==> config.mk <==
export PLATFORM = sky130hd
export DESIGN_NAME = spi_frame_builder
export DESIGN_NICKNAME = d
export VERILOG_FILES = /design/src/rtl/spi_frame_pkg.sv /design/src/rtl/crc32_byte.sv /design/src/rtl/spi_frame_builder.sv
export SDC_FILE = /design/constraint.sdc
export NUM_CORES = 1
export LEC_CHECK = 0
export CAP_MARGIN = 20
export CORE_AREA = 2 2 168 170
export DETAILED_ROUTE_END_ITERATION = 12
export DIE_AREA = 0 0 170 172
export MAX_ROUTING_LAYER = met4
export PLACE_DENSITY = 0.63
export SLEW_MARGIN = 40
export SYNTH_ARGS = -nofsm -noshare
export SYNTH_HDL_FRONTEND = slang
export SYNTH_SLANG_ARGS = --single-unit
==> constraint.sdc <==
create_clock -name clk -period 3.9 [get_ports clk]
set_clock_uncertainty 0.15 [all_clocks]
set_input_delay 0.975 -clock clk [delete_from_list [all_inputs] [get_ports clk]]
set_output_delay 0.975 -clock clk [all_outputs]
set_load 0.005 [all_outputs]
==> src/rtl/spi_frame_pkg.sv <==
// spi_frame_pkg: shared word width, CRC-32/BZIP2 constants and frame FSM state type
package spi_frame_pkg;
  localparam int WORD_W = 32;
  localparam logic [31:0] CRC32_POLY = 32'h04C11DB7;
  localparam logic [31:0] CRC_INIT_DEF = 32'hFFFFFFFF;
  localparam logic [31:0] CRC_XOROUT_DEF = 32'hFFFFFFFF;
  typedef enum logic [1:0] {IDLE, CRC, DONE} state_t;
endpackage

==> src/rtl/crc32_byte.sv <==
// crc32_byte: combinational CRC-32 (poly 04C11DB7, MSB-first) update by one byte; crc_in, data -> crc_out
module crc32_byte
  import spi_frame_pkg::*;
(
  input  logic [31:0] crc_in,
  input  logic [7:0]  data,
  output logic [31:0] crc_out
);
  always_comb begin
    crc_out = crc_in;
    for (int i = 7; i >= 0; i--)
      crc_out = {crc_out[30:0], 1'b0} ^ ((crc_out[31] ^ data[i]) ? CRC32_POLY : 32'h0);
  end
endmodule

==> src/rtl/spi_frame_builder.sv <==
// spi_frame_builder: freezes data_in on synchronized ssel fall into frame and appends CRC-32/BZIP2 when SPI_FRAME_CRC_EN is defined; clk, reset, ssel, data_in -> frame, frame_valid, busy, snap_count
module spi_frame_builder
  import spi_frame_pkg::*;
#(
  parameter int NUM_WORDS = 6,
  parameter int SYNC_STAGES = 2,
  parameter logic [31:0] CRC_INIT = CRC_INIT_DEF,
  parameter logic [31:0] CRC_XOROUT = CRC_XOROUT_DEF
) (
  input  logic                              clk,
  input  logic                              reset,
  input  logic                              ssel,
  input  logic [WORD_W*NUM_WORDS-1:0]       data_in,
  output logic [WORD_W*(NUM_WORDS+1)-1:0]   frame,
  output logic                              frame_valid,
  output logic                              busy,
  output logic [7:0]                        snap_count
);
  localparam int NB = 4 * NUM_WORDS;
  localparam int FW = WORD_W * (NUM_WORDS + 1);
  logic [SYNC_STAGES-1:0] sync;
  logic prev, snap;
  state_t state, state_next;
  assign snap = prev & ~sync[SYNC_STAGES-1];
  always_ff @(posedge clk) begin
    if (reset) begin
      sync <= '1;
      prev <= 1'b1;
    end else begin
      sync <= {sync[SYNC_STAGES-2:0], ssel};
      prev <= sync[SYNC_STAGES-1];
    end
  end
  always_ff @(posedge clk) state <= reset ? IDLE : state_next;
`ifdef SPI_FRAME_CRC_EN
  localparam int CW = $clog2(NB);
  logic [CW-1:0] cnt;
  logic [31:0] crc, crc_next;
  logic [7:0] cur;
  logic last;
  assign last = cnt == CW'(NB - 1);
  // bytes are taken straight from the frozen frame, MSB byte of word 0 first
  assign cur = frame[FW - 1 - 8 * int'(cnt) -: 8];
  assign busy = state == CRC;
  always_comb state_next = snap ? CRC : (state == CRC && last) ? DONE : state;
  crc32_byte u_crc (.crc_in(crc), .data(cur), .crc_out(crc_next));
  always_ff @(posedge clk) begin
    if (reset) begin
      frame <= '0;
      frame_valid <= 1'b0;
      snap_count <= '0;
      cnt <= '0;
      crc <= '0;
    end else if (snap) begin
      frame <= {data_in, 32'h0};
      frame_valid <= 1'b0;
      snap_count <= snap_count + 8'd1;
      cnt <= '0;
      crc <= CRC_INIT;
    end else if (state == CRC) begin
      crc <= crc_next;
      cnt <= last ? cnt : cnt + CW'(1);
    end else if (state == DONE) begin
      frame[31:0] <= crc ^ CRC_XOROUT;
      frame_valid <= 1'b1;
    end
  end
`else
  assign busy = 1'b0;
  always_comb state_next = snap ? DONE : state;
  always_ff @(posedge clk) begin
    if (reset) begin
      frame <= '0;
      frame_valid <= 1'b0;
      snap_count <= '0;
    end else if (snap) begin
      frame <= {data_in, 32'h0};
      frame_valid <= 1'b0;
      snap_count <= snap_count + 8'd1;
    end else if (state == DONE) begin
      frame_valid <= 1'b1;
    end
  end
`endif
endmodule

==> impl_results.md <==
- Chip height: ~170 um
- # setup viols final: 0
- Kind of end point of the critical path: output pin
- Ys Warns: 0
- Library cell with the largest summed area after synthesis: sky130_fd_sc_hd__dfxtp_1
- Multi-input logic area: roughly 0.0028 mm2
- Crit share post-route: 67.83%
- Clock transition time at the flip-flop clock pins of the worst setup and hold paths: around 0.06 ns
- Hold Path Class: reg -> reg
- Placed Instance Area: between 0.01 and 0.015 mm2
- Worst vdd rail ir drop: 0.0003558 V
- Routability Congestion: about 0.76
- Kind of cell adding the most delay to the critical path: buffers and inverters
- Final HPWL from detailed placement: 16030 um
- Average routed wire per standard cell: ~15 um
- Post-synth cell types: 24
- Antenna Violating Nets Remaining: 0
- First-pass GRT wire length: 35560 um
- GRT met1 Usage: between 10% and 20%
- Fraction of post-synthesis cell area in the top cell type by area: a little under three fifths
- Launch instance of the worst min-delay path: sync[0]
- Mean cell area of the mapped netlist: between 7 and 8 um2
- PD cells: 401.2 mW/mm2
- Worst r2r src: prev
- CP startpoint kind: flip-flop
- Global-route congestion overflow total: 0
- TritonCTS clock tree: yes
- Post-detailed-routing wire length: roughly 24000 um
- Register bit total from synthesis: around 210
- Buffers from clock root to sink, at most: 3
- Worst relative slew slack: a little over 50%
- Htree depth: 1
- Std-Cell Core Area: around 0.027 mm2
- Sum Neg Setup Slack: 0 ns
- Overall Global Routing Usage: 15.67%
- Number of fill cells in the layout: 2691
- Upper clock frequency limit: about 380 MHz
- CP Max Fanout: 6
- Signal arrival time at the worst endpoint: around 1.5 ns
- Post-CTS setup buffer count: 0
- Tmin final: roughly 2.6 ns
- Cts repair resizes: 0
- WP buf/inv: 1
- Number of global-route vias before repair: around 6.7k
- Register Area: roughly 0.004 mm2
- Post-Syn Instances: a little over 900
- Reported leakage power: about 4.3 nW
- Number of rows created at floorplan: 61
- Cell area after synthesis: roughly 0.0073 mm2
- FF-to-FF path depth: 5
- Pin count of the biggest net entering global routing: 197
- TritonCTS sink count: between 200 and 250
- Iteration count of the initial detailed-routing pass: 6
- Worst EP required: 2.77 ns
- Total of hold buffers inserted after clock tree synthesis: 0
- Type of the setup path with the least slack: reg -> out
- Max_cap viols: 0
- Count of nets after finishing: ~1.5k
- Number of antenna violations at the first check in global routing: 2
- Actual transition at the worst max-transition pin: roughly 0.72 ns
- Sequential fraction of the synthesis area: about 56%
- Final Hold Fails: 0
- Synth-to-Final Area Change: 65.60%
- Grt met2 use: roughly a quarter
- Iteration-0 DRC count of the detailed router: ~340
- Unrepaired setup endpoints after global routing: false
- Layout cell share with drive strength beyond 1: under 10%
- Post-route cell area: ~0.012 mm2
- Status: complete, no violations
- Final max-slew violation count: 0
- Most utilized layer in the global route result: met2
- Cell types with the largest area share after synthesis: sky130_fd_sc_hd__dfxtp_1, sky130_fd_sc_hd__nand2_1, sky130_fd_sc_hd__a21oi_1
- Vias/cell: 4.377
- Series of cell instances along the critical path: clkdlybuf4s50_1
- Buffer type at the clock tree root: sky130_fd_sc_hd__clkbuf_16
- Area enclosed by the die boundary: roughly 0.029 mm2
- Number of primary I/O pins: 429
- Detailed-route via count: just over 7k
- Most common cell after layout, fill and taps aside: sky130_fd_sc_hd__clkdlybuf4s50_1
- Commonest cells after routing, fill and taps aside: sky130_fd_sc_hd__clkdlybuf4s50_1, sky130_fd_sc_hd__nand2_1, sky130_fd_sc_hd__dfxtp_1
- Starting density of the core: around a quarter
- Worst-path cell with the longest stage delay: sky130_fd_sc_hd__clkdlybuf4s50_1
- Launch point of the worst path: snap_count[3]
- Number of DRC violations after detailed routing: 0
- Number of buffers inserted during clock tree synthesis: 23
- Peak per-stage delay on the critical path: about 0.58 ns
- Total number of cells along the worst setup path: 1
- Input/output buffers: just under 400
- Clock latency at the later pin of the worst-skew pair: approximately 0.50 ns
- Global Route met3 Usage: ~5.4%
- Hold Crit Depth: 1
- Die width: about 170 um
[registers in the layout, indices dropped and copies added (netlist names)]
signal / flops
frame: 192
snap_count: 8
sync: 2
frame_valid: 1
prev: 1
state: 1
[worst reg2reg max path, cell delays in order, from the launching register on]
cell and delay, ns:
sky130_fd_sc_hd__dfxtp_1 0.41, sky130_fd_sc_hd__nor2b_4 0.20, sky130_fd_sc_hd__buf_12 0.29, sky130_fd_sc_hd__buf_16 0.40, sky130_fd_sc_hd__nand2_1 0.31, sky130_fd_sc_hd__a21oi_1 0.15
[layer usage]
| metal | vias to the layer above | share of wire, % |
|---|---|---|
| li1 | 3603 | - |
| met1 | 3263 | 42 |
| met2 | 294 | 46 |
| met3 | 36 | 9.4 |
| met4 | 0 | 2.8 |
| met5 | - | 0 |
[logic make-up after synthesis]
| kind of cell | synth area share [%] |
|---|---|
| other | 0.05117 |
| DFF | 56.00 |
| adders and majority gates | 0.1707 |
| and+or+nand+nor | 21.50 |
| AOI/OAI and AO/OA | 13.90 |
| xor gates and xnor gates | 0.2391 |
| buffers and inverters | 8.144 |
[path summary, 6_finish.rpt]
kind	end	slack (ns)
max	snap_count[3]	1.25
min	sync[1]	0.28
max reg2reg	frame[120]	1.92
min reg2reg	sync[1]	0.28
[power by group]
group / total [mW] / leakage [nW] / switching, mW / internal (mW)
clock: 2.14 / 0.368 / 0.861 / 1.28
sequential: 2.20 / 1.67 / 0.0347 / 2.16
combinational: 0.533 / 2.22 / 0.203 / 0.330
total: 4.87 / 4.25 / 1.10 / 3.77
[synth_stat cells, drive strengths merged]
| library cell | n |
|---|---|
| nor2 | 5 |
| inv | 2 |
| nand3b | 1 |
| a21oi | 198 |
| nand2 | 387 |
| nand4b | 1 |
| o21ai | 4 |
| nand4 | 1 |
| dfxtp | 205 |
| clkbuf | 23 |
| xnor2 | 2 |
| nor3 | 1 |
| conb | 1 |
| ha | 1 |
| o31ai | 1 |
| nor2b | 1 |
| buf | 76 |
| nand3 | 1 |
| or3 | 4 |
| nand2b | 1 |
| or4 | 1 |
| or2 | 3 |
[cell type report]
cell class | instances | share of cell area, %
Antenna cell | 2 | 0.04124
Inverter | 2 | 0.06186
Multi-Input combinational cell | 646 | 22.77
Timing Repair Buffer | 402 | 33.66
Tap cell | 346 | 3.567
Clock buffer | 32 | 5.269
Sequential cell | 205 | 33.82
Clock inverter | 9 | 0.8145
[metrics by stage]
stage	setup WS (ns)	power, mW	instances	hold slack [ns]	util (%)
floorplan	1.939	2.432	952	0.2395	-
detailed placement	1.495	2.776	1599	0.2584	41.26
CTS	1.215	4.939	1640	0.2721	43.95
finish	1.255	4.869	1644	0.2763	44.17
global route	1.192	5.074	1644	0.2909	44.17
global placement	1.514	2.773	1599	0.2544	41.26
(Power assumes the default switching activity.)
